==> config.mk <==
export PLATFORM = sky130hd
export DESIGN_NAME = exc_commit_ctrl
export DESIGN_NICKNAME = d
export VERILOG_FILES = /design/src/rtl/exc_commit_ctrl.sv
export SDC_FILE = /design/constraint.sdc
export NUM_CORES = 1
export LEC_CHECK = 0
export BUFFER_PORTS_ARGS = -buffer_cell sky130_fd_sc_hd__buf_2
export CAP_MARGIN = 30
export CORE_MARGIN = 2
export CORE_UTILIZATION = 43
export DETAILED_ROUTE_END_ITERATION = 8
export PLACE_DENSITY = 0.78
export SLEW_MARGIN = 20
export SYNTH_ARGS = -nofsm -noshare
export SYNTH_HDL_FRONTEND = slang
export SYNTH_SLANG_ARGS = --single-unit
==> constraint.sdc <==
create_clock -name Clk -period 2.4 [get_ports Clk]
set_clock_uncertainty 0.2 [all_clocks]
set_input_delay 0.12 -clock Clk [delete_from_list [all_inputs] [get_ports Clk]]
set_output_delay 0.12 -clock Clk [all_outputs]
set_load 0.03 [all_outputs]
==> src/rtl/exc_commit_ctrl.sv <==
// Exception/interrupt commit controller for the M stage of the 5-stage MIPS pipeline.
// Arbitrates interrupts, M-stage exceptions and ERET; owns SR.EXL and the saved EPC.
//
//   state      | meaning
//   -----------+-----------------------------------------------------------
//   ST_RUN     | normal execution, EXL=0, interrupts and exceptions taken
//   ST_HANDLER | inside handler, EXL=1, only nested exceptions or ERET
//   ST_GUARD   | one cycle after ERET, interrupts held off so EPC reaches M
module exc_commit_ctrl #(
  parameter logic [31:0] HANDLER_ADDR = 32'h0000_4180,
  parameter int          SYNC_STAGES  = 2
) (
  input  logic        Clk,
  input  logic        Rst,
  input  logic        Valid_M,
  input  logic [4:0]  ExcCode_M,
  input  logic [31:0] PC_M,
  input  logic        BD_M,
  input  logic        Eret_M,
  input  logic [5:0]  HWInt,
  input  logic [5:0]  IM,
  input  logic        IE,
  output logic        ActivateCP0,
  output logic        CoolCP0,
  output logic        Redirect,
  output logic [31:0] RedirectPC,
  output logic        EPC_We,
  output logic [31:0] EPC_Out,
  output logic        Cause_We,
  output logic [4:0]  ExcCode_Out,
  output logic        BD_Out,
  output logic [5:0]  IP_Out,
  output logic        EXL_Out
);

  localparam logic [1:0] ST_RUN     = 2'd0;
  localparam logic [1:0] ST_HANDLER = 2'd1;
  localparam logic [1:0] ST_GUARD   = 2'd2;

  localparam logic [4:0] CODE_RI = 5'd10;

  logic [1:0]  state;
  logic        exl;
  logic [31:0] epc_q;
  logic [5:0]  sync_q [SYNC_STAGES];

  logic        int_req;
  logic        exc_req;
  logic        ri_req;
  logic        ret_req;
  logic        take_int;
  logic        take_exc;
  logic        take_ret;
  logic        entry;
  logic [4:0]  entry_code;
  logic [31:0] epc_calc;

  // HWInt synchroniser chain; IP stays level-sensitive, nothing is latched as pending
  always_ff @(posedge Clk or negedge Rst) begin
    if (!Rst) begin
      for (int i = 0; i < SYNC_STAGES; i++) sync_q[i] <= 6'd0;
    end else begin
      sync_q[0] <= HWInt;
      for (int i = 1; i < SYNC_STAGES; i++) sync_q[i] <= sync_q[i-1];
    end
  end

  assign IP_Out  = sync_q[SYNC_STAGES-1];
  assign EXL_Out = exl;

  // Request terms and priority arbitration (interrupt > exception > return)
  always_comb begin
    int_req    = Valid_M & IE & ~exl & (|(IP_Out & IM));
    exc_req    = Valid_M & (ExcCode_M != 5'd0);
    ri_req     = Valid_M & Eret_M & ~exl;
    ret_req    = Valid_M & Eret_M & exl;
    take_int   = 1'b0;
    take_exc   = 1'b0;
    take_ret   = 1'b0;
    if (Rst) begin
      case (state)
        ST_RUN: begin
          if (int_req)                take_int = 1'b1;
          else if (exc_req || ri_req) take_exc = 1'b1;
        end
        ST_HANDLER: begin
          if (exc_req)      take_exc = 1'b1;
          else if (ret_req) take_ret = 1'b1;
        end
        ST_GUARD: begin
          if (exc_req || ri_req) take_exc = 1'b1;
        end
        default: ;
      endcase
    end
    entry      = take_int | take_exc;
    entry_code = take_int ? 5'd0 : (exc_req ? ExcCode_M : CODE_RI);
  end

  // A delay-slot instruction restarts at its branch
  assign epc_calc = BD_M ? (PC_M - 32'd4) : PC_M;

  assign ActivateCP0 = entry;
  assign CoolCP0     = take_ret;
  assign Redirect    = entry | take_ret;
  assign RedirectPC  = entry ? HANDLER_ADDR : (take_ret ? epc_q : 32'd0);
  assign EPC_We      = entry & ~exl;
  assign EPC_Out     = (entry & ~exl) ? epc_calc : 32'd0;
  assign Cause_We    = entry;
  assign ExcCode_Out = entry ? entry_code : 5'd0;
  assign BD_Out      = entry & BD_M;

  // FSM, EXL and saved EPC; nested entries keep the original EPC
  always_ff @(posedge Clk or negedge Rst) begin
    if (!Rst) begin
      state <= ST_RUN;
      exl   <= 1'b0;
      epc_q <= 32'd0;
    end else begin
      if (entry) begin
        if (!exl) epc_q <= epc_calc;
        exl   <= 1'b1;
        state <= ST_HANDLER;
      end else if (take_ret) begin
        exl   <= 1'b0;
        state <= ST_GUARD;
      end else begin
        case (state)
          ST_RUN:     state <= ST_RUN;
          ST_HANDLER: state <= ST_HANDLER;
          default:    state <= ST_RUN;
        endcase
      end
    end
  end

endmodule

== After elaboration in Yosys (flattened, before gate mapping) ==
Index checks and enable logic that the tools add are counted.

* Output and inout port bits: 82
* Flip-flop bits (word level): 47
* Input port bits: 55
* Word-level logic and storage cells: 51

* Muxes and demuxes: 24
* Equality and inequality tests: 2
* Bitwise gates (word level): 13
* Reductions and logical operators: 6
* Add/sub/neg operators: 1

{| class="wikitable"
|+ Operator list
! operator !! number
|-
| two-way mux 32 bit || 4
|-
| subtractor 32 x 3 -> 32 bit (second input constant) || 1
|-
| two-way mux 5 bit || 3
|-
| two-way mux 1 bit || 14
|-
| AND 1 bit || 9
|-
| AND 6 bit || 1
|-
| OR reduction 6 bit || 1
|-
| nonzero test 5 bit || 1
|-
| two-way mux 2 bit || 2
|-
| case mux 1 bit (3 select lines) || 1
|-
| equality test 2 x 1 -> 1 bit (second input constant) || 1
|-
| equality test 2 bit (second input constant) || 1
|-
| logical NOT 2 bit || 1
|-
| bitwise OR 1 bit || 2
|-
| AND reduction 2 bit || 1
|-
| nonzero test 2 bit || 1
|-
| logical OR 1 bit || 1
|-
| NOT 1 bit || 1
|}

== Depth between registers and ports, before layout ==
Gate-level depths: netlist (run 1).

* Word-level depth: 10
* Mapped depth: 7
* Depth with buffers taken out: 6

== Worst setup path before layout (run 1) ==
No wires, ideal clock.

* Kind: register -> output
* Start point: register exl, in the netlist EXL_Out
* End point: output EPC_Out[10]
* Path slack: -251 ps
* Stages on the path, launching flop included: 7
* Data required time: 2080 ps
* Arrival: 2331 ps
* Buffers on the path: 2
* Cells stage by stage: dfrtp_1 or4b_1 a311oi_1 a21oi_1 clkbuf_1 clkbuf_1 nor2_1

* Longest elaborated chain between the ends: 10
* Elaborated cells between the ends (all ways): 15
* Classes of those cells: 8 x mux; 6 x bitwise; 1 x reduce/logical

{| class="wikitable"
|+ Ends and longest elaborated chain
! what !! RTL line !! text
|-
| start, declared || 43 || <nowiki>logic exl;</nowiki>
|-
| start signal, assigned || 117 || <nowiki>exl <= 1'b0;</nowiki>
|-
| start signal, assigned || 122 || <nowiki>exl <= 1'b1;</nowiki>
|-
| start signal, assigned || 125 || <nowiki>exl <= 1'b0;</nowiki>
|-
| NOT 1 bit (no line) * || - ||
|-
| AND 1 bit || 75 || <nowiki>ri_req = Valid_M & Eret_M & ~exl;</nowiki>
|-
| logical OR 1 bit || 84, 91 ||
|-
| two-way mux 1 bit || 84, 91 ||
|-
| two-way mux 1 bit || 83 || <nowiki>if (int_req) take_int = 1'b1;</nowiki>
|-
| case mux 1 bit (3 select lines) || 81 || <nowiki>case (state)</nowiki>
|-
| two-way mux 1 bit || 80 || <nowiki>if (Rst) begin</nowiki>
|-
| bitwise OR 1 bit || 96 || <nowiki>entry = take_int | take_exc;</nowiki>
|-
| AND 1 bit * || 108 || <nowiki>assign EPC_Out = (entry & ~exl) ? epc_calc : 32'd0;</nowiki>
|-
| two-way mux 32 bit * || 108 ||
|-
| end, declared || 28 || <nowiki>output logic [31:0] EPC_Out,</nowiki>
|}

Mark *: on every way between the ends. The rest lies on a longest branch, timed or not.

== Worst setup path in the final report (run 1) ==
* Start point: register state[0]
* End point: output EPC_Out[23]

* Longest elaborated chain between the ends: 6
* Elaborated cells between the ends (all ways): 10
* Classes of those cells: 2 x eq/ne; 5 x mux; 2 x bitwise; 1 x reduce/logical

{| class="wikitable"
|+ Ends and longest elaborated chain
! what !! RTL line !! text
|-
| start, declared || 42 || <nowiki>logic [1:0] state;</nowiki>
|-
| start signal, assigned || 116 || <nowiki>state <= ST_RUN;</nowiki>
|-
| start signal, assigned || 123 || <nowiki>state <= ST_HANDLER;</nowiki>
|-
| start signal, assigned || 126 || <nowiki>state <= ST_GUARD;</nowiki>
|-
| equality test 2 bit (tied with other cells) || 81 ||
|-
| case mux 1 bit (3 select lines) or two-way mux 1 bit (tied branches) || 81 ||
|-
| two-way mux 1 bit || 80 ||
|-
| bitwise OR 1 bit * || 96 ||
|-
| AND 1 bit * || 108 ||
|-
| two-way mux 32 bit * || 108 ||
|}

Marked as above.

==> out/metrics.cfg, run 1 <==
[power]
total_leakage_power_uw = 0.00215
switching_share_pct = 30.9
power.density_cell_area_nw_per_um2 = 388
vdd_drop_max_v = 0.000306
internal-power_uw = 1280
power.share.clock_pct = 25.9
power_frac_comb_pct = 23.3
netsw_uw = 575
pwr-share-seq_pct = 50.8

[grt]
gr-total-overflow = 0
gr-usage-all-layers_pct = 26.9
pin_count_of_the_biggest_net_entering_global_routing = 48
grt_first_pass_wirelength_um = 16300
number_of_global_route_vias_before_repair = 3351
initial_antenna_violation_count = 0

[logic_synthesis]
ys_dominant_reg_cell = sky130_fd_sc_hd__dfrtp_1
synthesis.nets = 399
synth_top_cell_by_area = sky130_fd_sc_hd__dfrtp_1
postSynthCellCount = 343
synth_common_cells = 47 x sky130_fd_sc_hd__dfrtp_1, 35 x sky130_fd_sc_hd__and2_1, 34 x sky130_fd_sc_hd__a21oi_1
async_flop_share_pct = 100
synth.area.top_cells = sky130_fd_sc_hd__dfrtp_1 39%, sky130_fd_sc_hd__and2_1 7.3%, sky130_fd_sc_hd__a211oi_1 7.2%, sky130_fd_sc_hd__a21oi_1 5.6%, sky130_fd_sc_hd__a31oi_1 3.5%
synth_seq_cells = 47
synth_area_per_cell_um2 = 8.79
yosys.area.top_type_share_pct = 39.0
seq_area_frac_synth_pct = 39.0
synth.cell_area_um2 = 3020
ys.warnings.count = 0
count_of_cell_types_in_the_netlist = 44
synth_most_common_cell = sky130_fd_sc_hd__dfrtp_1
synth-edff-count = 0

[layout]
area_growth_pct = 58.8
final_nets = 579
register_area_um2 = 1180
final_layout_size_suffix_gt1_share_pct = 46.3
multi_input_area_um2 = 1950
final_cells = 619
fillers = 497
final_core_util_pct = 70.5
num_antenna_cells = 0

[timing]
timing.hold.ws_ns = 0.0198
timing.final.ws_setup_ns = -0.106
fmax_ghz = 0.399
hold_violations = 0
post-route-period-util_pct = 104
slew_violations = 0
setup-violations-final = 35
final_period_minus_worst_setup_slack_ns = 2.51
grt_setup_unrepaired = yes
worst_slew_margin_rel_pct = 58.9
setup_tns_ns = -1.83
tightestPinTransition_ns = 0.616

[clocking]
max-clock-path-buffers = 2
cts_root_buffer = sky130_fd_sc_hd__clkbuf_8
path_clk_slew_ns = 0.09
cts.sink_count = 47
numCtsBuffers = 5
clk_latency_ns = 0.30
tritoncts = built
cts-htree-levels = 2

[detailed_routing]
final_routed_wirelength_um = 10600
antenna_left = 0
drtPass1Iterations = 4
route.detailed.wl_per_inst_um = 17.1
dr_total_vias = 3509
vias_per_cell = 5.67
remaining_drc_errors = 0
initialDrtViolationCount = 196

[placed_design]
port_buffers = 136
final_hpwl_from_detailed_placement_um = 7130
dp.cells = 587
place.gp.congestion = 0.915

[worst_setup_path]
crit_path_start_kind = register
setup.worst_path.class = reg2out
path_cells = or4b_4 -> a311oi_4 -> a21oi_4 -> buf_6 -> a21oi_1 -> buf_4
critical-path-slowest-cell = sky130_fd_sc_hd__or4b_4
cp_data_arrival_time_ns = 2.19
kind_of_cell_with_the_highest_combined_delay_on_the_critical_path = simple AND/OR/NAND/NOR gates
worst-path-buf-inv = 2
worstSetupEndpointType = output pin
worst-path-max-fanout = 8
max_incr_delay_on_cp_ns = 0.57
critPathRequiredTime_ns = 2.08

[die]
die_width_um = 87.8
pin_count = 137
fp-row-count = 30
core_region_area_um2 = 6790
die_outline_area_um2 = 7700
start_util_pct = 44.4
die_height_um = 87.8

[run_status]
violated_checks = setup timing
run_status = finished, violations left

[worst_hold_path]
hp-class = in2reg

[run]
cap_viol_max_count = 0

-- worst reg2reg max path, delay by kind of cell, from the launching register on --
family	cells	cell delay (ns)
compound gates	2	0.40
buf+inv	3	0.34
simple gates	1	0.57
flops	1	0.40
mux	1	0.32
-- repair_timing --
| item | CTS | global route |
|---|---|---|
| hold buffers | 22 | 0 |
| endpoints found under the hold margin | 65 | 0 |
| endpoints found under the setup margin | 43 | 65 |
| buffers inserted | 3 | 1 |
| pin swaps | 3 | 1 |
| gates resized for setup | 66 | 23 |
| gates cloned | 0 | 0 |
-- through the flow --
stage,cell area (um2),setup WS (ns),total power [uW]
floorplan,3120,-0.0714,1160
global placement,4130,-0.0670,1330
detailed placement,4130,-0.0848,1340
CTS,4680,-0.159,1850
global route,4790,-0.159,1950
finish,4790,-0.106,1860
-- state kept, by name, indices dropped and copies added (netlist names) --
name / count
epc_q: 32
IP_Out: 6
sync_q: 6
state: 2
EXL_Out: 1
-- cells by family (layout without fill, tap and decap cells) --
group | count (synthesis) | in the layout | share of synthesized area [%]
AND/OR/NAND/NOR | 136 | 136 | 27.4
AO/OA/AOI/OAI | 105 | 105 | 22.3
flip-flops | 47 | 47 | 39.0
buffers and inverters | 37 | 217 | 5.68
XOR/XNOR | 14 | 14 | 4.06
multiplexers | 3 | 3 | 1.12
adder cells (fa/ha/maj) | 1 | 1 | 0.415
-- cell usage in the layout, fill, tap and decap left out, types with 3 or more instances in the layout --
master and count:
sky130_fd_sc_hd__nor3_1 5, sky130_fd_sc_hd__inv_1 6, sky130_fd_sc_hd__buf_4 53, sky130_fd_sc_hd__a22oi_1 3, sky130_fd_sc_hd__xnor2_1 6, sky130_fd_sc_hd__o31ai_1 10, sky130_fd_sc_hd__nor2_1 15, sky130_fd_sc_hd__dlygate4sd3_1 22
sky130_fd_sc_hd__buf_2 103, sky130_fd_sc_hd__dfrtp_1 47, sky130_fd_sc_hd__nor4_1 4, sky130_fd_sc_hd__a31oi_1 16, sky130_fd_sc_hd__a21oi_4 6, sky130_fd_sc_hd__clkbuf_8 5, sky130_fd_sc_hd__and2_4 3, sky130_fd_sc_hd__nand2_1 14
sky130_fd_sc_hd__or2_2 3, sky130_fd_sc_hd__or3_1 8, sky130_fd_sc_hd__and2_1 32, sky130_fd_sc_hd__a21oi_2 9, sky130_fd_sc_hd__a211oi_1 29, sky130_fd_sc_hd__or4_1 10, sky130_fd_sc_hd__buf_6 22, sky130_fd_sc_hd__nor2_4 10
sky130_fd_sc_hd__or4_4 3, sky130_fd_sc_hd__o21ai_0 5, sky130_fd_sc_hd__nand2b_1 4, sky130_fd_sc_hd__xor2_1 8, sky130_fd_sc_hd__nand4_1 7, sky130_fd_sc_hd__a21oi_1 19, sky130_fd_sc_hd__mux2_2 3
-- power by group through the flow --
stage                     sequential (uW)  combinational [uW]  clock (uW)
after floorplan                       946                 218           0
after global placement                953                 375           0
after detailed placement              958                 386           0
after CTS                             943                 419         484
after global routing                  954                 474         521
final                                 945                 433         481
-- worst paths after layout --
check                                           from                     to  slack (ns)  cells past startpoint
worst min-delay path                        PC_M[27]  epc_q[27]$_DFFE_PN0P_        0.02                      3
max in group asynchronous                        Rst  epc_q[21]$_DFFE_PN0P_        1.22                      3
worst max-delay path              state[0]$_DFF_PN0_            EPC_Out[23]       -0.11                      6
worst max register to register    state[0]$_DFF_PN0_   epc_q[3]$_DFFE_PN0P_        0.07                      7
min in group asynchronous                        Rst     state[0]$_DFF_PN0_        0.35                      3
worst min register to register  sync_q[11]$_DFF_PN0_    IP_Out[5]$_DFF_PN0_        0.15                      0
-- layout make-up --
| cell class | instances | area share [%] |
|---|---|---|
| multi-input combinational | 259 | 40.7 |
| timing repair buffer | 203 | 30.0 |
| sequential | 47 | 24.6 |
| tap | 96 | 2.51 |
| clock buffer | 5 | 1.44 |
| inverter | 7 | 0.549 |
| clock inverter | 2 | 0.287 |
-- per-layer routing --
metal / track usage, % / part of all wire [%] / wire length (um) / vias up
met5: 0 / 0 / 0 / -
met4: 9.09 / 2.5 / 267 / 0
met3: 2.92 / 6.7 / 706 / 27
met2: 47.0 / 50 / 5310 / 175
met1: 34.8 / 41 / 4310 / 1667
li1: - / - / - / 1640
(Power assumes the default switching activity.)
==> run 2, diff against run 1 <==
CORE_MARGIN = 4   (was 2)
CTS_BUF_LIST = sky130_fd_sc_hd__clkbuf_16   (was unset)
==> out/metrics.cfg, run 2 (synthesis gave the netlist of run 1 again) <==
[run_status]
run_status = finished, violations left
violated_checks = setup timing

[clocking]
numCtsBuffers = 5  ; unchanged
cts-htree-levels = 2  ; unchanged
max-clock-path-buffers = 2  ; unchanged
cts_root_buffer = sky130_fd_sc_hd__clkbuf_16
cts.sink_count = 47  ; unchanged
clk_latency_ns = 0.29  ; about the same
tritoncts = built
path_clk_slew_ns = 0.07  ; -0.02 ns

[detailed_routing]
final_routed_wirelength_um = 12500  ; +18%
route.detailed.wl_per_inst_um = 20.0  ; +17%
drtPass1Iterations = 5  ; +1
initialDrtViolationCount = 256  ; +31%
dr_total_vias = 3735  ; +6.4%
vias_per_cell = 5.98  ; +5.4%
remaining_drc_errors = 0  ; unchanged
antenna_left = 0  ; unchanged

[timing]
slew_violations = 0  ; unchanged
timing.final.ws_setup_ns = -0.0473  ; +0.0587 ns
fmax_ghz = 0.409  ; +2.4%
tightestPinTransition_ns = 0.690  ; +0.0739 ns
timing.hold.ws_ns = 0.0145  ; -0.00533 ns
grt_setup_unrepaired = yes
post-route-period-util_pct = 102  ; -2.4 points
worst_slew_margin_rel_pct = 53.6  ; -5.3 points
setup-violations-final = 26  ; -26%
final_period_minus_worst_setup_slack_ns = 2.45  ; -0.0587 ns
hold_violations = 0  ; unchanged

[layout]
area_growth_pct = 71.1
most_used_cells_in_the_layout_excluding_fill_and_tap_cells = 78 x sky130_fd_sc_hd__buf_2, 55 x sky130_fd_sc_hd__buf_6, 48 x sky130_fd_sc_hd__buf_4, 47 x sky130_fd_sc_hd__dfrtp_1, 29 x sky130_fd_sc_hd__a211oi_1
stdcell_area_um2 = 5160  ; +7.8%
layout_commonest_cell = sky130_fd_sc_hd__buf_2
final_nets = 584  ; +0.86%
final_layout_size_suffix_gt1_share_pct = 49.5  ; +3.3 points
num_antenna_cells = 0  ; unchanged
regMostFlops = epc_q
largest_register_ffs = 32  ; unchanged
final_cells = 625  ; +0.97%

[grt]
gr-total-overflow = 0  ; unchanged
grt_first_pass_wirelength_um = 18500  ; +14%
initial_antenna_violation_count = 0  ; unchanged
pin_count_of_the_biggest_net_entering_global_routing = 35  ; -27%
number_of_global_route_vias_before_repair = 3674  ; +9.6%
gr-usage-all-layers_pct = 27.2  ; +0.24 points

[die]
fp-row-count = 30  ; unchanged
die_width_um = 91.8  ; +4.6%
die_height_um = 91.8  ; +4.6%
start_util_pct = 44.4  ; unchanged
core_region_area_um2 = 6790  ; unchanged
die_outline_area_um2 = 8420  ; +9.3%
pin_count = 137  ; unchanged

[worst_setup_path]
crit_path_start_kind = input port
rr_startpoint = EXL_Out$_DFFE_PN0P_
regToRegSetupSlack_ns = 0.15  ; +0.08 ns
worst-path-max-fanout = 6  ; -2
crit_path_end = EPC_Out[31]
reg2reg_depth = 6  ; -1
setup.worst_path.class = in2out
cp_data_arrival_time_ns = 2.13  ; -0.06 ns
worst_setup_path_startpoint = PC_M[21]
worstSetupEndpointType = output pin
critPathRequiredTime_ns = 2.08  ; about the same
critical_path.reg2reg.endpoint = epc_q[1]$_DFFE_PN0P_

[power]
total_leakage_power_uw = 0.00225  ; +4.5%
power.density_cell_area_nw_per_um2 = 430  ; +11%
vdd_drop_max_v = 0.000325  ; +6.1%

[placed_design]
dp.cells = 583  ; -0.68%
final_hpwl_from_detailed_placement_um = 7630  ; +7.0%
port_buffers = 136  ; unchanged
place_area_um2 = 4100  ; -0.88%
place.gp.congestion = 0.923  ; +0.89%

[worst_hold_path]
hp-class = in2reg

[run]
cap_viol_max_count = 0  ; unchanged

## run 2: area by class of cell
type                       count  area, um2
multi-input combinational    259       1960
timing repair buffer         208       1710
fill                         425       1630
sequential                    47       1180
clock buffer                   5        125
tap                           96        120
clock inverter                 3       47.5
inverter                       7       26.3
## run 2: what timing repair did
action / in CTS / in global routing
pin swaps: 4 / 4
buffers inserted: 4 / 8
gates resized for setup: 90 / 101
hold buffers: 20 / 0
endpoints found under the hold margin: 28 / 0
endpoints found under the setup margin: 45 / 74
cloned: 1 / 1
## run 2: per-layer routing
metal | vias up | GRT usage, % | routed length, um | share of wire, %
li1 | 1650 | - | - | -
met1 | 1801 | 33.1 | 4610 | 37
met2 | 244 | 47.9 | 6540 | 52
met3 | 40 | 5.25 | 933 | 7.5
met4 | 0 | 9.28 | 416 | 3.3
met5 | - | 0 | 0 | 0
## run 2: worst min path at each step
| stage | from | to | depth (start not counted) |
|---|---|---|---|
| 3_5_place_dp | Rst | state[0]$_DFF_PN0_ | 2 |
| 6_report | PC_M[28] | epc_q[28]$_DFFE_PN0P_ | 3 |
| 5_1_grt | PC_M[29] | epc_q[29]$_DFFE_PN0P_ | 3 |
| 4_1_cts | PC_M[29] | epc_q[29]$_DFFE_PN0P_ | 3 |
| 2_1_floorplan | Rst | EXL_Out$_DFFE_PN0P_ | 0 |
| 3_3_place_gp | Rst | state[0]$_DFF_PN0_ | 2 |
## run 2: per-stage QoR
stage	setup WS, ns	TNS [ns]	util, %	power, uW
after CTS	-0.0997	-2.37	71.0	2190
after global routing	-0.150	-4.28	76.0	2310
after detailed placement	-0.0750	-0.0954	60.3	1340
after global placement	-0.0592	-0.0592	60.3	1320
after floorplan	-0.0714	-0.984	-	1160
final	-0.0473	-0.538	76.0	2220
## run 2: report_power, final
part	switching [uW]	internal [uW]
Combinational	260	194
Clock	319	497
Sequential	55.6	896
## run 2: critical path: stages
cell and delay [ns]:
sky130_fd_sc_hd__buf_2 0.11, sky130_fd_sc_hd__or4_4 0.55, sky130_fd_sc_hd__or4_4 0.53, sky130_fd_sc_hd__or4b_4 0.52, sky130_fd_sc_hd__a21oi_2 0.15, sky130_fd_sc_hd__buf_6 0.15
